<file path="config.mk">
export PLATFORM = sky130hd
export DESIGN_NAME = selector_pipe
export DESIGN_NICKNAME = d
export VERILOG_FILES = /design/src/rtl/selector_pipe.sv
export SDC_FILE = /design/constraint.sdc
export NUM_CORES = 1
export LEC_CHECK = 0
export BUFFER_PORTS_ARGS = -buffer_cell sky130_fd_sc_hd__buf_2
export CAP_MARGIN = 20
export CORE_AREA = 2 2 118 120
export CTS_CLUSTER_SIZE = 14
export DETAILED_ROUTE_END_ITERATION = 8
export DIE_AREA = 0 0 120 122
export PLACE_DENSITY = 0.76
export SYNTH_ARGS = -nofsm -noshare
export SYNTH_HDL_FRONTEND = slang
export SYNTH_SLANG_ARGS = --single-unit
export TNS_END_PERCENT = 30
</file>
<file path="constraint.sdc">
create_clock -name clk -period 3.3 [get_ports clk]
set_input_delay 0.99 -clock clk [delete_from_list [all_inputs] [get_ports clk]]
set_output_delay 0.99 -clock clk [all_outputs]
set_load 0.05 [all_outputs]
</file>
<file path="src/rtl/selector_pipe.sv">
// selector_pipe: registered N-way lane selector with valid/ready handshake,
// 2-entry skid buffer, out-of-range flagging and synchronous flush.
module selector_pipe #(
    parameter int N_IN = 8,
    parameter int WIDTH = 32,
    parameter int SEL_W = 3,
    parameter logic [WIDTH-1:0] DEFAULT_VAL = '0
) (
    input  logic                  clk,
    input  logic                  rst,
    input  logic                  flush,
    input  logic [N_IN*WIDTH-1:0] in_data,
    input  logic [SEL_W-1:0]      sel,
    input  logic                  in_valid,
    output logic                  in_ready,
    output logic [WIDTH-1:0]      out_data,
    output logic [SEL_W-1:0]      out_sel,
    output logic                  out_err,
    output logic                  out_valid,
    input  logic                  out_ready
);
    localparam int NS = 1 << SEL_W;
    localparam int EW = WIDTH + SEL_W + 1;

    // One precomputed {word, sel, err} entry per select code; unused codes map to DEFAULT_VAL.
    logic [EW-1:0] lane_e [NS];
    for (genvar k = 0; k < NS; k++) begin : g_lane
        if (k < N_IN) begin : g_in
            assign lane_e[k] = {in_data[k*WIDTH +: WIDTH], SEL_W'(k), 1'b0};
        end else begin : g_def
            assign lane_e[k] = {DEFAULT_VAL, SEL_W'(k), 1'b1};
        end
    end

    logic [EW-1:0] new_e, out_e, skd_e;
    logic          out_v, skd_v, accept, pop;

    assign new_e    = lane_e[sel];
    assign in_ready = !rst && !skd_v;
    assign accept   = in_valid && in_ready;
    assign pop      = out_v && out_ready;

    always_ff @(posedge clk or posedge rst) begin
        if (rst) begin
            out_v <= 1'b0;
            skd_v <= 1'b0;
            out_e <= '0;
            skd_e <= '0;
        end else if (flush) begin
            out_v <= 1'b0;
            skd_v <= 1'b0;
        end else if (pop && skd_v) begin
            out_e <= skd_e;
            skd_v <= 1'b0;
        end else if (accept && (!out_v || pop)) begin
            out_e <= new_e;
            out_v <= 1'b1;
        end else if (accept) begin
            skd_e <= new_e;
            skd_v <= 1'b1;
        end else if (pop) begin
            out_v <= 1'b0;
        end
    end

    assign out_valid = out_v;
    assign out_data  = out_e[EW-1 -: WIDTH];
    assign out_sel   = out_e[SEL_W:1];
    assign out_err   = out_e[0];
endmodule

</file>
# Yosys cells after proc, flatten, opt, wreduce, memory -nomap -nowiden
# Cells that the tools add are included.
# word_totals
ff_bits	74
latch_bits	0
mem_bits_rw	0
romBits	0
inputBits	264
out_inout_bits	38
word_cells	42
memories	0
# classes
add_sub_neg	0
n_mul	0
div_mod_pow	0
order_cmp	1
n_eq_ne	3
shift	0
n_mux	14
bitwise	4
n_reduce_logical	16
# ops
cell	count
$mux 36	4
$bmux 36 s3	1
$mux 1	9
$reduce_bool 3->1	2
$logic_and 1x1->1	5
$ge 4x4->1 const B	1
$not 3->4	1
$reduce_and 2->1	2
$reduce_and 4->1	1
$logic_not 1->1	3
$ne 3x2->1 const B	1
$ne 3x3->1 const B	1
$not 1->1	3
$reduce_and 3->1	1
$ne 2x2->1 const B	1
$reduce_bool 2->1	1
$logic_or 1x1->1	1

# Depth between registers and ports, before layout
# Gate-level depths: netlist (run 1).
# logic_depth
word_depth	7
depth_mapped	7
mapped_depth_nobuf	4

# Worst setup path before layout (run 1)
# OpenSTA, ideal clock, no wires.
# synth_path
kind	input to output
from	input port rst
to	output port in_ready
arrival_ps	1635
t_required_ps	2310
path_slack_ps	675
stages	1
n_path_buf	0
cell_sequence	nor2_1
# synth_between
elab_chain_len	2
# synth_lines
element	line	text
start: declaration	10	input logic rst,
$logic_not 1->1 (no line)	--	
$logic_and 1x1->1	39	assign in_ready = !rst && !skd_v;
end: declaration	15	output logic in_ready,
# Every way passes these cells.

# Final worst setup path (run 1)
# layout_path
from	input port rst
to	register skd_e[16]
# layout_between
elab_chain_len	6
# layout_lines
element	line	text
$logic_not 1->1 (no line) (*)	--	
$logic_and 1x1->1 (*)	39	
$logic_and 1x1->1 (*)	40	assign accept = in_valid && in_ready;
$logic_and 1x1->1	55	end else if (accept && (!out_v || pop)) begin
$not 1->1 (no line)	--	
$reduce_and 4->1 (no line) (*)	--	
end signal: assignment	59	skd_e <= new_e;
end: declaration	35	logic [EW-1:0] new_e, out_e, skd_e;
# Mark *: on every way between the ends. The rest lies on a longest branch, timed or not.
# A chain may end at the register's enable or synchronous reset.

==> results of run 1 <==
area by class of cell:
class	count	area share [%]
multi-input combinational	280	41.37
sequential	72	26.43
timing repair buffer	311	24.37
clock buffer	13	3.817
tap	180	3.303
clock inverter	3	0.5873
inverter	2	0.1285
where the power goes:
part,internal (mW),switching [mW]
Combinational,0.425,0.635
Sequential,1.05,0.0887
Clock,0.624,0.346
kinds of logic after synthesis:
| family | synth area share, % |
|---|---|
| DFF | 37.24 |
| buffers and inverters | 4.603 |
| AOI/OAI and AO/OA | 13.94 |
| other | 0.07751 |
| and+or+nand+nor | 6.181 |
| muxes | 37.96 |
state kept, by name (all words and copies together), names as in the netlist:
signal,count
out_valid,1
out_e,35
skd_e,35
skd_v,1
how the worst min path moves through the flow:
stage / startpoint / end / slack, ns / cells past startpoint
2_1_floorplan: skd_e[13]$_DFFE_PP0P_ / skd_e[13]$_DFFE_PP0P_ / 0.45 / 2
3_3_place_gp: out_e[32]$_DFFE_PP0P_ / out_e[32]$_DFFE_PP0P_ / 0.45 / 1
3_5_place_dp: out_e[23]$_DFFE_PP0P_ / out_e[23]$_DFFE_PP0P_ / 0.46 / 1
4_1_cts: out_e[26]$_DFFE_PP0P_ / out_e[26]$_DFFE_PP0P_ / 0.47 / 1
5_1_grt: out_e[19]$_DFFE_PP0P_ / out_e[19]$_DFFE_PP0P_ / 0.48 / 1
6_report: out_e[10]$_DFFE_PP0P_ / out_e[10]$_DFFE_PP0P_ / 0.47 / 1
per-stage QoR:
stage / utilization [%] / std cells
CTS: 50.49 / 861
floorplan: - / 396
detailed placement: 48.26 / 845
global placement: 48.26 / 845
finish: 50.49 / 861
global route: 50.49 / 861
per-layer routing:
| layer | wire length, µm | GRT usage (%) | vias to the layer above | part of all wire, % |
|---|---|---|---|---|
| met4 | 193 | 5.735 | 0 | 1.3 |
| met5 | 0 | 0 | - | 0 |
| met2 | 7902 | 35.55 | 189 | 52 |
| met3 | 893 | 2.575 | 13 | 5.9 |
| li1 | - | - | 2086 | - |
| met1 | 6083 | 27.00 | 2248 | 40 |
critical path: stages:
cell	delay [ns]
buf_2	0.12
or3b_1	0.41
or3b_2	0.77
buf_12	0.27
nand2_1	0.08
o21ai_0	0.08
layout by cell type (no fill, tap or decap):
cell type / n
a211o_2: 1
or3b_2: 1
mux4_2: 64
a211oi_1: 32
mux2i_1: 35
buf_4: 6
o21ai_1: 1
nand3b_1: 1
inv_1: 1
bufinv_16: 1
buf_2: 299
nor2b_1: 1
clkbuf_1: 2
dfrtp_1: 72
a21oi_1: 1
buf_12: 6
nor2_1: 33
or3b_1: 1
o21ai_0: 35
conb_1: 1
nand3_2: 1
clkbuf_8: 2
a21o_1: 32
clkbuf_16: 9
clkinv_2: 3
nand2_1: 37
mux2_4: 3
==> flow_summary.yaml, run 1 <==
floorplanning:
  die_x_um: 120
  row_count: 43
  dieArea_um2: 14640
  initial_core_util_pct: 35.83
  die_h_um: 122
  coreArea_um2: 13500
  ios: 302
logic_synthesis:
  syn_inst: 396
  synthFlopType: "dfrtp_1"
  synth.cell_area_um2: 4838
  ys_ff_latch: 72
  syn_avg_cell_area_um2: 12.22
  yosysMostFrequentCell: "dfrtp_1"
  syn_nets: 660
  synth-async-reset-ratio_pct: 100.0
  yosysWarnings: 0
  synth_edf_count: 0
  netlist_top_cells_count: "dfrtp_1 (72), mux4_2 (64), nand2_1 (37)"
  synth.top_cell.area_share_pct: 37.24
  netlist.top_cell.by_area: "dfrtp_1"
  synth-seq-area-share_pct: 37.24
  synth.area.top_cells: "dfrtp_1 (37%), mux4_2 (30%), mux2i_1 (7.2%), a211oi_1 (5.0%), a21o_1 (5.0%)"
  ys_types: 23
critical_path:
  critical_path_class: "in -> reg"
  cp.required_ns: 3.49
  worst-r2r-cell-count: 5
  crit_end: "skd_e[16]$_DFFE_PP0P_"
  worst-path-max-fanout: 41
  r2r-start: "skd_v$_DFFE_PP0P_"
  rrSetupSlack_ns: 1.06
  critPathArrivalTime_ns: 2.74
  r2r_end: "skd_e[16]$_DFFE_PP0P_"
  startpoint: "rst"
  cp-end-kind: "flop"
  start_kind: "primary input"
global_routing:
  antenna_found_initial: 0
  grt_max_degree: 71
  grt_pass1_wl_um: 23170
  gr-total-overflow: 0
  grt_use_total_pct: 20.46
  grt_pass1_vias: 4519
hold_path:
  hold_class: "reg -> reg"
place:
  port_buffers: 300
  hpwl_um: 12280
  dp_slack_ns: 0.4297
  placed_area_um2: 6518
  routabilityCongestion: 0.8786
sta:
  tightestPinTransition_ns: 0.7082
  period_minus_slack_ns: 2.554
  hold_viol_final: 0
  skew_ns: 0.007125
  maxSlewViolCount: 0
  setup_viol: 0
  tns_ns: 0
  period_share_pct: 77.40
  worst_slack_ns: 0.7457
  holdWs_ns: 0.4693
  timing.slew.headroom_pct: 52.78
  rsz0062_at_grt: "no"
  max_freq_mhz: 391.5
power:
  power_density_nw_per_um2: 465.3
  power_mw: 3.172
  p_leak_nw: 3.601
  ir_drop_uv: 277.6
flow_run:
  cap_viol_max_count: 0
route:
  wl_um: 15070
  ant_nets: 0
  drtIter0Drc: 341
  wire_per_inst_um: 17.51
  drcViolationCount: 0
  vias: 4536
  drtPass1Iterations: 4
  routed_via_density: 5.268
clocking:
  cts_max_level: 3
  path_clk_slew_ns: 0.05
  cts_tree: "yes"
  post_cts_buffers: 0
  cts_num_sinks: 72
  cts-root-buf: "clkbuf_16"
  clkLatencyLatePin_ns: 0.32
  clockBufferDepth: 2
  postCtsHoldBufs: 0
  cts_buffers: 9
  cts_resized: 0
final_layout:
  final_nets: 940
  synthToLayoutAreaGrowth_pct: 40.91
  multi_input_area_um2: 2820
  fin_area_um2: 6818
  num-fill-cells: 1279
  seq_area_um2: 1802
  layout-drive-gt1-share_pct: 58.15
  n_antenna_cell: 0
run_status:
  outcome: "completed"
Note: power is estimated with default switching activity, not from simulation.
==> run 2, diff against run 1 <==
Settings changed: ABC_AREA from default to 1, CORE_AREA 2 2 118 120 to default, CORE_MARGIN from default to 1, CORE_UTILIZATION from default to 49, DIE_AREA 0 0 120 122 to default, PLACE_DENSITY 0.76 to 0.89.
Clock period 3.3 ns to 2.6 ns, I/O delays scaled along.
==> flow_summary.yaml, run 2 <==
place:
  routabilityCongestion: 0.8429
  placed_area_um2: 8134
  port_buffers: 300
  hpwl_um: 12840
flow_run:
  cap_viol_max_count: 0
clocking:
  cts-root-buf: "clkbuf_16"
  cts_resized: 0
  cts_buffers: 9
  postCtsHoldBufs: 0
  cts_num_sinks: 72
  cts_max_level: 3
  clkLatencyLatePin_ns: 0.32
  path_clk_slew_ns: 0.06
  clockBufferDepth: 2
  cts_tree: "yes"
  post_cts_buffers: 0
power:
  p_leak_nw: 6.042
  ir_drop_uv: 438.5
  power_density_nw_per_um2: 528.3
critical_path:
  worst-r2r-cell-count: 8
  start_kind: "primary input"
  r2r-start: "skd_v$_DFFE_PP0P_"
  cp-end-kind: "output pin"
  critPathArrivalTime_ns: 1.24
  rrSetupSlack_ns: 0.89
  cp.required_ns: 1.82
  r2r_end: "out_e[28]$_DFFE_PP0P_"
  critical_path_class: "in -> out"
  worst-path-max-fanout: 3
logic_synthesis:
  synthFlopType: "dfrtp_1"
  ys_types: 18
  synth.area.top_cells: "nand2_1 (35%), dfrtp_1 (27%), inv_1 (15%), nand3_1 (13%), nor2_1 (3.7%)"
  ys_ff_latch: 72
  netlist_top_cells_count: "nand2_1 (611), inv_1 (261), nand3_1 (165)"
  syn_nets: 1528
  synth-seq-area-share_pct: 27.31
  synth.cell_area_um2: 6598
  synth.top_cell.area_share_pct: 34.76
  syn_inst: 1264
  netlist.top_cell.by_area: "nand2_1"
  yosysWarnings: 0
  syn_avg_cell_area_um2: 5.220
  yosysMostFrequentCell: "nand2_1"
  synth_edf_count: 0
  synth-async-reset-ratio_pct: 100.0
floorplanning:
  ios: 302
  row_count: 42
  coreArea_um2: 13190
  dieArea_um2: 13930
  die_x_um: 118.0
  die_h_um: 118.0
  initial_core_util_pct: 50.02
final_layout:
  synthToLayoutAreaGrowth_pct: 27.76
  mostFrequentLayoutCell: "nand2_1"
  final_nets: 1780
  layout-drive-gt1-share_pct: 22.04
  fin_area_um2: 8429
  post-route-util_pct: 63.91
  n_antenna_cell: 0
  top_regs: "out_e: 35 flops, skd_e: 35 flops"
  final_cell_mix: "nand2_1 (611), buf_2 (299), inv_1 (259)"
hold_path:
  hold_depth: 2
  hold_end: "out_e[31]$_DFFE_PP0P_"
  min-delay-start: "out_e[31]$_DFFE_PP0P_"
  hold_class: "reg -> reg"
global_routing:
  grt_pass1_vias: 7350
  grt_use_total_pct: 26.52
  antenna_found_initial: 0
  grt_max_degree: 131
  gr-total-overflow: 0
  grt_pass1_wl_um: 31030
sta:
  period_minus_slack_ns: 2.025
  tightestPinTransition_ns: 0.7259
  period_share_pct: 77.88
  rsz0062_at_grt: "no"
  max_freq_mhz: 493.8
  skew_ns: 0.006071
  setup_viol: 0
  maxSlewViolCount: 0
  tns_ns: 0
  timing.slew.headroom_pct: 51.61
  hold_viol_final: 0
route:
  ant_nets: 0
  drcViolationCount: 0
  wl_um: 18140
  wire_per_inst_um: 10.70
  vias: 7900
  drtPass1Iterations: 5
  routed_via_density: 4.658
  drtIter0Drc: 424
run_status:
  outcome: "completed"
run 2: changes by cell type in the layout (fill, tap and decap cells not counted), sizes merged, moves of 3 or more:
cell    previous run  this run
a211oi            32         0
nand3              1       165
nand2             37       612
mux2               3         0
nor2              33        65
o21ai             36        12
inv                1       263
clkbuf            13        10
a21o              32         0
mux4              64         0
mux2i             35         0
run 2: area by class of cell:
class                   count  area, µm²
inverters                 264      997.2
clock buffers              10      239.0
repair buffers            312       1657
multi-input cells         857       3458
well taps                 176      220.2
clock inverters             5      56.30
fillers                  1279       4761
flip-flops and latches     72       1802
run 2: per-layer routing:
metal | vias up | share of wire (%) | wire, µm | GRT usage, %
met5 | - | 0 | 0 | 0
met4 | 0 | 1.7 | 308 | 7.853
met3 | 36 | 5.5 | 997 | 4.797
met2 | 256 | 50 | 9092 | 48.64
met1 | 3454 | 43 | 7741 | 31.20
li1 | 4154 | - | - | -
run 2: worst max path at each step:
stage                     startpoint               endpoint  slack (ns)
final                            rst               in_ready        0.58
after detailed placement   out_ready  out_e[15]$_DFFE_PP0P_        0.45
after global placement     out_ready  out_e[18]$_DFFE_PP0P_        0.51
after global routing             rst               in_ready        0.54
after CTS                        rst               in_ready        0.57
after floorplan                  rst               in_ready        0.40
run 2: power breakdown:
group / internal [mW] / leakage (nW) / switching (mW)
combinational: 0.547 / 4.98 / 1.16
clock: 0.763 / 0.145 / 0.444
sequential: 1.39 / 0.913 / 0.148
run 2: worst max-delay path, stage by stage:
cell	delay [ns]
buf_2	0.13
nor2_1	0.07
buf_2	0.26
run 2: metrics by stage:
step	hold WS, ns	std cells	setup slack, ns	power, mW
final	0.4697	1696	0.5751	4.453
after global routing	0.4955	1696	0.5390	4.746
after CTS	0.4757	1696	0.5739	4.495
after detailed placement	0.4599	1681	0.4456	3.264
after global placement	0.4580	1681	0.5108	3.228
after floorplan	0.4479	1264	0.3952	2.735
run 2: logic make-up (layout without fill, tap and decap cells):
group / after synthesis / count (layout) / synth area share (%)
AND/OR/NAND/NOR: 843 / 843 / 51.22
flip-flops: 72 / 72 / 27.31
other: 1 / 1 / 0.05684
AO/OA/AOI/OAI: 13 / 13 / 0.9860
buffers and inverters: 335 / 591 / 20.42
